## src/rtl/sd_card_cmd_responder.sv

```systemverilog
// Card-side SD CMD-line endpoint: receives 48-bit host commands, checks them, and
// answers with an R1/R2/R3 frame after a programmable NCR gap.
module sd_card_cmd_responder #(
  parameter int unsigned NCR = 2
) (
  input  logic         sd_clk_i,
  input  logic         sys_rst_ni,
  input  logic         sd_cmd_in_i,
  output logic         sd_cmd_out_o,
  output logic         sd_cmd_en_o,
  output logic         cmd_valid_o,
  output logic [5:0]   cmd_index_o,
  output logic [31:0]  cmd_arg_o,
  output logic         crc_err_o,
  input  logic [1:0]   rsp_type_i,
  input  logic [31:0]  rsp_status_i,
  input  logic [119:0] rsp_long_i,
  output logic         busy_o
);

  typedef enum logic [2:0] {StIdle, StRx, StCheck, StWait, StTx} state_e;

  // Initial value is zero, so leading zero padding leaves the CRC unchanged.
  function automatic logic [6:0] crc7_calc(input logic [119:0] data);
    logic [6:0] crc;
    logic       fb;
    crc = '0;
    for (int i = 119; i >= 0; i--) begin
      fb  = data[i] ^ crc[6];
      crc = {crc[5:0], 1'b0};
      if (fb) crc = crc ^ 7'h09;
    end
    return crc;
  endfunction

  state_e         state_q, state_d;
  logic [46:0]    rx_shift_q, rx_shift_d;
  logic [7:0]     bit_cnt_q, bit_cnt_d;
  logic [5:0]     ncr_cnt_q, ncr_cnt_d;
  logic [135:0]   tx_shift_q, tx_shift_d;
  logic           tx_long_q, tx_long_d;
  logic           cmd_out_q, cmd_out_d;
  logic           cmd_en_q, cmd_en_d;
  logic           valid_q, valid_d;
  logic           err_q, err_d;
  logic [5:0]     index_q, index_d;
  logic [31:0]    arg_q, arg_d;

  // The live input completes the frame on the edge that samples the end bit.
  logic [47:0]    rx_frame;
  logic [6:0]     rx_crc, r1_crc, r2_crc;
  logic           frame_ok;

  always_comb begin
    rx_frame = {rx_shift_q, sd_cmd_in_i};
    rx_crc   = crc7_calc({80'd0, rx_frame[47:8]});
    r1_crc   = crc7_calc({80'd0, 2'b00, index_q, rsp_status_i});
    r2_crc   = crc7_calc(rsp_long_i);
    frame_ok = rx_frame[46] & rx_frame[0] & (rx_frame[7:1] == rx_crc);
  end

  always_comb begin
    state_d    = state_q;
    rx_shift_d = rx_shift_q;
    bit_cnt_d  = bit_cnt_q;
    ncr_cnt_d  = ncr_cnt_q;
    tx_shift_d = tx_shift_q;
    tx_long_d  = tx_long_q;
    cmd_out_d  = cmd_out_q;
    cmd_en_d   = cmd_en_q;
    index_d    = index_q;
    arg_d      = arg_q;
    valid_d    = 1'b0;
    err_d      = 1'b0;

    case (state_q)
      StIdle: begin
        if (!sd_cmd_in_i) begin
          rx_shift_d = '0;
          bit_cnt_d  = 8'd46;
          state_d    = StRx;
        end
      end
      StRx: begin
        rx_shift_d = rx_frame[46:0];
        if (bit_cnt_q == 8'd0) begin
          state_d = StCheck;
          if (frame_ok) begin
            valid_d = 1'b1;
            index_d = rx_frame[45:40];
            arg_d   = rx_frame[39:8];
          end else begin
            err_d = 1'b1;
          end
        end else begin
          bit_cnt_d = bit_cnt_q - 8'd1;
        end
      end
      StCheck: begin
        if (valid_q && (rsp_type_i != 2'b00)) begin
          state_d   = StWait;
          ncr_cnt_d = 6'(NCR - 2);
          tx_long_d = (rsp_type_i == 2'b10);
          // Short frames are left-aligned so the MSB always leaves from bit 135.
          case (rsp_type_i)
            2'b01:   tx_shift_d = {2'b00, index_q, rsp_status_i, r1_crc, 1'b1, 88'd0};
            2'b10:   tx_shift_d = {2'b00, 6'h3F, rsp_long_i, r2_crc, 1'b1};
            default: tx_shift_d = {2'b00, 6'h3F, rsp_status_i, 7'h7F, 1'b1, 88'd0};
          endcase
        end else begin
          state_d = StIdle;
        end
      end
      StWait: begin
        if (ncr_cnt_q == 6'd0) begin
          state_d    = StTx;
          cmd_en_d   = 1'b1;
          cmd_out_d  = tx_shift_q[135];
          tx_shift_d = {tx_shift_q[134:0], 1'b0};
          bit_cnt_d  = tx_long_q ? 8'd135 : 8'd47;
        end else begin
          ncr_cnt_d = ncr_cnt_q - 6'd1;
        end
      end
      StTx: begin
        if (bit_cnt_q == 8'd0) begin
          state_d   = StIdle;
          cmd_en_d  = 1'b0;
          cmd_out_d = 1'b1;
        end else begin
          cmd_out_d  = tx_shift_q[135];
          tx_shift_d = {tx_shift_q[134:0], 1'b0};
          bit_cnt_d  = bit_cnt_q - 8'd1;
        end
      end
      default: state_d = StIdle;
    endcase
  end

  always_ff @(posedge sd_clk_i or negedge sys_rst_ni) begin
    if (!sys_rst_ni) begin
      state_q    <= StIdle;
      rx_shift_q <= '0;
      bit_cnt_q  <= '0;
      ncr_cnt_q  <= '0;
      tx_shift_q <= '0;
      tx_long_q  <= 1'b0;
      cmd_out_q  <= 1'b1;
      cmd_en_q   <= 1'b0;
      valid_q    <= 1'b0;
      err_q      <= 1'b0;
      index_q    <= '0;
      arg_q      <= '0;
    end else begin
      state_q    <= state_d;
      rx_shift_q <= rx_shift_d;
      bit_cnt_q  <= bit_cnt_d;
      ncr_cnt_q  <= ncr_cnt_d;
      tx_shift_q <= tx_shift_d;
      tx_long_q  <= tx_long_d;
      cmd_out_q  <= cmd_out_d;
      cmd_en_q   <= cmd_en_d;
      valid_q    <= valid_d;
      err_q      <= err_d;
      index_q    <= index_d;
      arg_q      <= arg_d;
    end
  end

  assign sd_cmd_out_o = cmd_out_q;
  assign sd_cmd_en_o  = cmd_en_q;
  assign cmd_valid_o  = valid_q;
  assign crc_err_o    = err_q;
  assign cmd_index_o  = index_q;
  assign cmd_arg_o    = arg_q;
  assign busy_o       = (state_q != StIdle);

endmodule

```

## config.mk

```make
export PLATFORM = sky130hd
export DESIGN_NAME = sd_card_cmd_responder
export DESIGN_NICKNAME = d
export VERILOG_FILES = /design/src/rtl/sd_card_cmd_responder.sv
export SDC_FILE = /design/constraint.sdc
export NUM_CORES = 1
export LEC_CHECK = 0
export ABC_CLOCK_PERIOD_IN_PS = 3600
export CAP_MARGIN = 20
export CORE_MARGIN = 1
export CORE_UTILIZATION = 40
export CTS_BUF_LIST = sky130_fd_sc_hd__clkbuf_16
export CTS_CLUSTER_DIAMETER = 200
export CTS_CLUSTER_SIZE = 16
export DETAILED_ROUTE_END_ITERATION = 7
export HOLD_SLACK_MARGIN = 0.03
export SYNTH_ARGS = -nofsm -noshare
export SYNTH_HDL_FRONTEND = slang
export SYNTH_SLANG_ARGS = --single-unit
```

## constraint.sdc

```tcl
create_clock -name sd_clk_i -period 3.6 [get_ports sd_clk_i]
set_clock_uncertainty 0.1 [all_clocks]
set_input_delay 0.54 -clock sd_clk_i [delete_from_list [all_inputs] [get_ports sd_clk_i]]
set_output_delay 0.54 -clock sd_clk_i [all_outputs]
set_load 0.02 [all_outputs]
```

== Word-level counts from Yosys, hierarchy flattened ==
Index checks and enable logic that the tools add are counted.
Storage, ports and cells
  output and inout port bits: 43
  register bits after elaboration: 243
  bits in latches: 0
  memory bits (writable): 0
  bits in read-only memories: 0
  memories kept: 0
  logic and storage cells: 673
Cells by class
  reductions and logical operators: 21
  bitwise gates (word level): 392
  order comparisons: 0
  div/mod/pow operators: 0
  $add $sub $neg: 2
  equality and inequality tests: 15
  $mul: 0
  shift-type cells: 0
  muxes and demuxes: 231
Operators by type and width (number)
  4-bit two-way mux: 198
  136-bit two-way mux: 3
  136-bit one-hot mux with 3 select lines: 1
  2-bit NOT: 195
  134-bit one-hot mux with 2 select lines: 1
  1-bit bitwise XOR: 186
  47-bit one-hot mux with 2 select lines: 1
  47-bit two-way mux: 1
  8-bit two-way mux: 4
  8-bit one-hot mux with 3 select lines: 1
  2-bit != test, second input constant: 8
  3-bit one-hot mux with 5 select lines: 1
  3-bit two-way mux: 4
  6-bit two-way mux: 2
  6-bit one-hot mux with 2 select lines: 1
  4-bit AND reduction: 3
  1-bit two-way mux: 10
  3-bit AND reduction: 3
  3-bit nonzero test: 3
  1-bit bitwise XOR, second input constant: 9
  8-bit logical NOT: 1
  2-bit nonzero test: 4
  8-bit by 1-bit subtractor with 8-bit output, second input constant: 1
  7-bit == test: 1
  other kinds (14): 19

== Depth between registers and ports, before layout ==
Gate-level depths: netlist of the first run.
  depth in word-level cells: 242
  gate-level depth with buffers: 14
  gate-level depth less buffers: 13

== Least setup slack after synthesis of the first run ==
OpenSTA, ideal clock, no wires.
  kind: input to register
  start point: in rsp_long_i[119]
  end point: reg tx_shift_q[1]
  setup time: 127 ps
  setup slack: -1452 ps
  data required time: 3373 ps
  stages on the path: 13
  data arrival time: 4825 ps
  path through: xnor3_1 xnor3_2 xnor2_2 xnor3_1 xor3_1 xnor3_1 xnor3_1 xnor3_1 xnor3_1 xnor2_1 xor3_1 a221oi_1 nor2_1
Between the ends
  cells in the longest elaborated chain, start to end: 106
  elaborated cells on any way between the ends: 316
  classes of those cells: 120 x mux; 196 x bitwise
RTL lines
  start: declaration: RTL line 17  | input logic [119:0] rsp_long_i,
  4-bit two-way mux (*): RTL line 31  | if (fb) crc = crc ^ 7'h09;
  4-bit two-way mux (2 in series): RTL line 31
  2-bit NOT (no line)
  4-bit two-way mux: RTL line 31
  1-bit bitwise XOR: RTL line 29  | fb = data[i] ^ crc[6];
  4-bit two-way mux (3 in series): RTL line 31
  2-bit NOT (no line)
  4-bit two-way mux: RTL line 31
  [... 85 more ...]
  4-bit two-way mux (3 in series): RTL line 31
  2-bit NOT (no line)
  4-bit two-way mux (*): RTL line 31
  1-bit bitwise XOR (*): RTL line 29
  4-bit two-way mux (*): RTL line 31
  134-bit one-hot mux with 2 select lines (*): RTL line 105  | case (rsp_type_i)
  136-bit two-way mux (*): RTL line 100  | if (valid_q && (rsp_type_i != 2'b00)) begin
  136-bit one-hot mux with 3 select lines (*): RTL line 76  | case (state_q)
  end signal: assignment: RTL line 159  | tx_shift_q <= tx_shift_d;
  end: declaration: RTL line 40  | logic [135:0] tx_shift_q, tx_shift_d;
Every way passes the cells marked *; elsewhere a longest branch is shown, timed or not. The select of a mux whose other input is x is not followed.
A chain may end at the register's enable or synchronous reset.

== Worst setup path in the final report of the first run ==
  start point: in rsp_long_i[111]
  end point: reg tx_shift_q[5]
Between the ends
  cells in the longest elaborated chain, start to end: 95
  elaborated cells on any way between the ends: 300
  classes of those cells: 114 x mux; 186 x bitwise
RTL lines (RTL line)
  1-bit bitwise XOR (*): 29
  4-bit two-way mux (*): 31
  1-bit bitwise XOR / 4-bit two-way mux (equally long branches): 29, 31
  4-bit two-way mux: 31
  1-bit bitwise XOR, or another cell as far along: 29
  4-bit two-way mux: 31
  1-bit bitwise XOR, or another cell as far along: 29
  4-bit two-way mux: 31
  [... 79 more ...]
  4-bit two-way mux: 31
  4-bit two-way mux, or another cell as far along: 31
  4-bit two-way mux: 31
  2-bit NOT (no line) / 1-bit bitwise XOR (equally long branches)
  4-bit two-way mux (*): 31
  134-bit one-hot mux with 2 select lines (*): 105
  136-bit two-way mux (*): 100
  136-bit one-hot mux with 3 select lines (*): 76
Marks and branches as above.

==> summary.md, run 1 <==
Buffers placed on the I/O ports in this run total 199. TritonCTS built the clock tree. The minimum clock period is 4580 ps. STA puts the critical path data arrival time at 4880 ps. The worst register-to-register path ends at cmd_arg_o[10]. The clock latency of the later-clocked register in the worst-skew pair is 520 ps. The run gives -6140 ps as the accumulated negative setup slack. Summing every instance area after synthesis gives 15,100 um2. The logs give 273 ps for the worst hold slack across all endpoints and 2,008 for the layout net count.

The worst setup path is launched from an input pin. For the count of routing violations after the opening detailed-route iteration, the log shows 806. The relative slew slack is 0.324, and the max-slew violation total from the final report is 0. Among all flip-flop cells after synthesis, the most frequent one is dfrtp_1. The run gives 2,270 as the total placed cells including tap cells. The logs give 200 for the number of top-level pins and 12,400 for the overall via count from detail_route. The vertical die dimension came out at 196 um. The detail route stage leaves a number of antenna-violating nets equal to 0. The clock passes through at most 3 buffers. The run gives 2,357 as the final cell count without fillers. The tools report the number of sinks driven by the clock tree as 243.

The type of the worst setup path is in2reg. The first TritonRoute pass finished after 7 iterations. Dividing the detail-routed via count by the number of cells gives 5.25. The part of the cycle the worst path needs is 1.27. The number of cells traversed by the worst hold path is 3. The run gives 0 as the overall overflow remaining after global route.

The via count of the first global-routing pass came out at 12,300. The logs give 1 for the level count of the clock H-tree and 36,900 um2 for the floorplan core area. Leaving out fill and tap cells, the most frequent cell in the layout is dfrtp_1.

The path depth of the worst reg2reg path was 14. Setup repair after global routing could not meet its margin everywhere. The tools report the global routing usage summed across all routing layers as 0.223. In this run the core area contains 70 standard-cell rows. The filler cells instantiated in the layout total 3,124.

Largest fanout of any net on the critical path: 3. Number of register bits inferred by synthesis: 243. The tools report the die area as 38,600 um2. The CTS root buffer was clkbuf_16.

The tools report the capture endpoint of the worst hold path as tx_shift_q[117]. For the register-to-register path setup slack, the log shows 100 ps. The worst hold path begins at rsp_long_i[109]. Clock-pin slew was measured on the worst setup and hold paths at 80 ps.

Across the run, the number of max-cap violations was 0. The fraction of final layout cells sized beyond drive strength 1 works out to 0.259. Counting every instance in the synthesized netlist gives 1,466. The fraction of registers with async set or reset after synthesis came out at 1.00.

The first global-routing pass estimated 68.4 mm of wire. Entering global routing, the biggest net connects 90 pins. The worst register-to-register path begins at rx_shift_q[46]. The share of the yosys chip area belonging to registers was 0.402; the mean instance size in the synthesized netlist was 10.3 um2. The starting density of the core is 0.410.

In the final routed layout, each cell accounts on average for 18.4 um. The number of warnings reported in the yosys synthesis log was 0; the area overhead of the layout relative to synthesis was 39.1%. At the worst endpoint, the required time is 3900 ps. The initial antenna violation count was 1. The number of hold violations in the final report is 0, and the net count after synthesis is 1,629. STA classifies the critical path endpoint as a flop. The post-route DRC violation count was 0; the timing-limited maximum frequency was 218 MHz.

The top cell types in the final layout, fill and taps aside, are 241 x dfrtp_1, 216 x buf_4, 185 x xnor2_1. The die is 196 um wide. The flow ran to the end, but the final reports show violations.

The worst hold path class was in2reg. TritonCTS buffer count: 19. Worst path setup slack after routing: -977 ps.

In this run, distinct cell masters in the synthesized netlist total 48. The congestion estimate from routability-driven global placement came to 0.854. The actual slew at the worst max-slew pin is 1010 ps. Summed over all layers, the routed wires come to 43.3 mm. The checks that failed: negative setup slack.

Once detailed placement completed, the half-perimeter wirelength came to 30.4 mm. Yosys mapped a number of flops with a built-in enable equal to 0. The final-report setup violation count is 7.
[area by class of cell]
type | instances | area (um2) | area share
Multi-Input combinational cell | 1119 | 9670 | 0.460
Sequential cell | 243 | 6080 | 0.289
Timing Repair Buffer | 451 | 4070 | 0.194
Tap cell | 504 | 631 | 0.0300
Clock buffer | 19 | 475 | 0.0226
Clock inverter | 9 | 51.3 | 0.00244
Inverter | 11 | 41.3 | 0.00196
Antenna cell | 1 | 2.50 | 0.000119
[flip-flops by register name, indices dropped and copies added (netlist names)]
name / cells
ncr_cnt_q: 6
cmd_valid_o: 1
sd_cmd_out_o: 1
tx_long_q: 1
sd_cmd_en_o: 1
state_q: 3
cmd_index_o: 6
bit_cnt_q: 8
crc_err_o: 1
rx_shift_q: 47
cmd_arg_o: 32
tx_shift_q: 136
[cells by family (layout without fill, tap and decap cells)]
group | after synthesis | after routing | synth area share
flops | 243 | 243 | 0.402
xor+xnor | 402 | 402 | 0.302
buf+inv | 104 | 490 | 0.0264
simple gates | 390 | 390 | 0.109
compound gates | 283 | 283 | 0.127
fa+ha+maj | 6 | 6 | 0.00497
mux | 38 | 38 | 0.0283
other cells | 0 | 1 | 0
[Yosys cell counts (all sizes together) (6+ instances only)]
master	instances	share of area
a21oi	69	0.023
a222oi	32	0.021
xor3	14	0.022
o21ai	37	0.012
buf	7	0.0023
dfrtp	242	0.40
nand2	115	0.029
nand3	88	0.029
a22o	47	0.027
mux2	38	0.028
a31oi	84	0.035
xnor2	267	0.16
xor2	65	0.038
nor3	6	0.0020
nor2	158	0.039
inv	11	0.0027
xnor3	56	0.084
ha	6	0.0050
clkbuf	86	0.021
[critical path: stages]
cell and delay (ps):
buf_8 90, xnor3_1 420, xnor3_2 420, buf_6 150
xor2_4 170, buf_4 140, buf_4 130, xnor3_2 260
buf_4 180, xnor2_4 180, xnor3_2 520, buf_4 180
xnor2_2 190, xnor2_1 170, xor3_2 420, xnor3_1 380
a221oi_2 260, nor2_1 70
[routing by layer]
layer	vias up	global-route usage	share of wire
li1	5851	-	-
met1	6119	0.322	0.45
met2	349	0.352	0.47
met3	47	0.0329	0.058
met4	0	0.0518	0.020
met5	-	0	0
[stage by stage]
stage	setup WS [ps]	instance area, um2	util
CTS	-932	20400	0.554
floorplan	-959	15300	-
finish	-977	21000	0.570
global placement	-1730	19200	0.521
detailed placement	-1770	19200	0.521
global route	-1060	21000	0.570
[timing repair]
item,in CTS,in global routing
setup buffers,38,21
pin swaps,55,57
setup endpoints to repair,45,45
hold buffers,1,0
hold endpoints to repair,71,0
gates resized for setup,138,90
[worst max path at each step]
stage / start / to / slack (ps) / cells after the start
3_5_place_dp: rsp_long_i[118] / tx_shift_q[1] / -1770 / 16
6_report: rsp_long_i[111] / tx_shift_q[5] / -980 / 18
3_3_place_gp: rsp_long_i[118] / tx_shift_q[1] / -1730 / 15
5_1_grt: rsp_long_i[115] / tx_shift_q[6] / -1060 / 21
4_1_cts: rsp_long_i[114] / tx_shift_q[5] / -930 / 15
2_1_floorplan: rsp_long_i[119] / tx_shift_q[7] / -960 / 13
Power of run 1 is left out: the tool's default activity adds up to more than one toggle a clock period on the data nets, which glitch-free logic cannot reach.
==> inputs of run 2 (changes only) <==
--- a/config.mk
+++ b/config.mk
@@ -14,6 +14,7 @@
 export CTS_CLUSTER_SIZE = 16
 export DETAILED_ROUTE_END_ITERATION = 7
 export HOLD_SLACK_MARGIN = 0.03
+export PLACE_DENSITY_LB_ADDON = 0.12
 export SYNTH_ARGS = -nofsm -noshare
 export SYNTH_HDL_FRONTEND = slang
 export SYNTH_SLANG_ARGS = --single-unit
==> run 2 against run 1 <==
  * Final cell count down 0.68%
  * Core utilization down 0.91 points
  * The flow still finishes with violations (negative setup slack)
  * Non-clock buffer count decreased by 14
  * Register-to-register slack lost 40 ps
  * Critical path type unchanged
  * First-iteration DRC count increased by 23%
  * Count of clock-buffer cells in the layout did not move
  * Maximum frequency rose by 3.4%
  * Sequential share of layout area up 0.47 points
  * Cell area down 1.6%
  * Routed wire length is 1.2% higher
==> summary.md, run 2 (synthesis results as in run 1) <==
The flow ran to the end, but the final reports show violations. The checks that failed: negative setup slack. The number of hold violations in the final report came out at 0. Along the worst path, the maximum fanout reaches 3. Relative slew slack: 0.527. The minimum clock period works out to 4430 ps. The starting density of the core is 0.410.

In this run the register-to-register setup slack is 60 ps. For the layout net count, the log shows 1,994. The average wire per standard cell is 18.7 um, and the floorplan core area is 36,900 um2.

The number of rows in the core area was 70. OpenSTA, run right after detailed placement, puts the worst setup slack at -1840 ps. Count of maximum capacitance violations: 0. The register containing the most flip-flops in the final layout was tx_shift_q.

Setup repair after global routing could not meet its margin everywhere. For the number of sinks driven by the clock tree, the log shows 243. The worst hold path begins at rsp_long_i[66]. The cell family with the largest share of critical-path delay was XOR/XNOR gates.

The number of antenna diodes in the final layout is 0. Summed over all layers, the routed wires come to 43.8 mm. The tree is rooted in a clkbuf_16. Level count of the clock H-tree: 1. For this run the aggregate overflow at the end of global routing stands at 0.

At the pin with the least slew margin, the transition time is 710 ps. The worst register-to-register path ends at cmd_arg_o[3]. Counting both buffers and inverters, the worst setup path holds a total of 4. The library cell used most frequently in the layout, excluding fill and tap cells, is dfrtp_1. The logs give 2,259 for the total placed cells including tap cells and 6 for the number of detailed-route iterations in the first pass.

The worst setup path is of the in2reg kind. The max-slew violation total from the final report is 0, and the final cell count without fillers is 2,341. The die is 196 um wide.

The final weighted congestion of routability-driven global placement was 0.848; the area overhead of the layout relative to synthesis was 36.8%. The fraction of final layout cells sized beyond drive strength 1 came out at 0.243. For this block, the initial DRC count from the detailed router was 989. The tools report the TritonCTS buffer count as 19.

Via count of the first global-routing pass: 12,000. Detailed placement ended at an HPWL of 31.4 mm. The vertical die dimension came out at 196 um.

The post-detailed-route via-to-cell ratio is 5.13. The capturing element type of the critical path is a flop. The tools report the worst path setup slack after routing as -829 ps. The signal on the critical path passes through dlygate4sd2_1 -> xor2_1 -> buf_4 -> buf_4 -> xnor2_1 -> xnor2_1 -> xnor3_2 -> xor3_2 -> xnor2_2 -> buf_4 -> xnor3_1 -> xnor3_1 -> xnor3_2 -> xnor2_2 -> xnor3_1 -> a22oi_1 -> a21oi_1.

The detailed router placed 12,000 vias in this run. The tools report the count of antenna-violating nets left after detailed routing as 0. TritonCTS built the clock tree. Entering global routing, the biggest net connects 82 pins.

On the worst path, the slowest cell contributes a delay of 480 ps. The flip-flop count of the largest register, all copies and words added is 136, and the path depth of the worst reg2reg path is 15. The run gives 510 ps as the clock latency of the later-clocked register in the worst-skew pair.

Setup violations remaining at the end of the flow were counted as 7. The min-delay analysis places its worst path in the category in2reg. In this run the critical register-to-register path is launched from rx_shift_q[39].

On the critical path, the stage with the largest delay is an instance of xnor3_2. The critical path data required time was 3890 ps. The library cells used most frequently in the layout, excluding fill and tap cells, are 241 x dfrtp_1, 217 x buf_4, 198 x xnor2_1. 200 I/O pins were placed. Final core utilization: 0.561. The part of the cycle the worst path needs is 1.23, and the accumulated negative setup slack is -5460 ps. The global routing usage summed across all routing layers is 0.228, and the post-route DRC violation count is 0. The die covers 38,600 um2. The filler cells instantiated in the layout total 3,218. STA classifies the critical path startpoint as an input pin.

Input and output buffers added on the ports amount to 199. The logs give 3 for the maximum count of clock buffers along a single path and 226 MHz for the timing-limited maximum frequency. The clock-pin slew reported for the worst setup and hold paths after clock tree synthesis was 80 ps. The initial antenna violation count was 0; the data arrival time at the worst-slack endpoint was 4710 ps. The first global-routing pass estimated 69.1 mm of wire.

The number of cells traversed by the worst hold path came out at 3. The capture endpoint of the worst hold path is tx_shift_q[74].
## run 2: cell count changes in the layout (fill, tap and decap cells not counted), sizes merged
cell,delta
inv,-1
clkdlybuf4s50,-4
diode,-1
dlymetal6s2s,+1
buf,-13
dlygate4sd2,+3
clkbuf,-1
## run 2: final cells by class
class	instances	area (um2)	area share
clock buffers	19	475	0.0230
clock inverters	8	47.5	0.00230
inverters	11	41.3	0.00200
multi-input cells	1119	9500	0.459
flip-flops and latches	243	6080	0.294
well taps	504	631	0.0305
repair buffers	437	3910	0.189
## run 2: layer usage
| layer | part of all wire | wire (um) | global-route usage |
|---|---|---|---|
| met5 | 0 | 0 | 0 |
| met4 | 0.014 | 621 | 0.0365 |
| met3 | 0.058 | 2520 | 0.0330 |
| met2 | 0.45 | 19500 | 0.347 |
| met1 | 0.48 | 21100 | 0.348 |
## run 2: worst max path at each step
stage / from / end / slack (ps) / cells after the start
CTS: rsp_long_i[119] / tx_shift_q[3] / -880 / 16
floorplan: rsp_long_i[119] / tx_shift_q[7] / -960 / 13
detailed placement: rsp_long_i[115] / tx_shift_q[1] / -1840 / 14
global placement: rsp_long_i[115] / tx_shift_q[7] / -1740 / 14
finish: rsp_long_i[94] / tx_shift_q[7] / -830 / 17
global route: rsp_long_i[114] / tx_shift_q[7] / -990 / 15
## run 2: repair_timing
item                                    CTS  global route
buffers inserted                         46            10
resized for setup                       142            51
endpoints found under the setup margin   44            45
gates cloned                              1             0
pin swaps                                60            34
hold buffers                              1             0
hold endpoints to repair                 70             0
## run 2: through the flow
stage	hold WS (ps)	area [um2]
4_1_cts	325	20400
2_1_floorplan	144	15300
3_3_place_gp	355	19100
5_1_grt	282	20700
3_5_place_dp	368	19100
6_report	272	20700
## run 2: tightest hold or removal path, delay by kind of cell
| kind | cells | cell delay (ps) |
|---|---|---|
| compound gates | 1 | 80 |
| simple gates | 1 | 80 |
| buf+inv | 1 | 150 |
Power of run 2 is left out for the same reason.
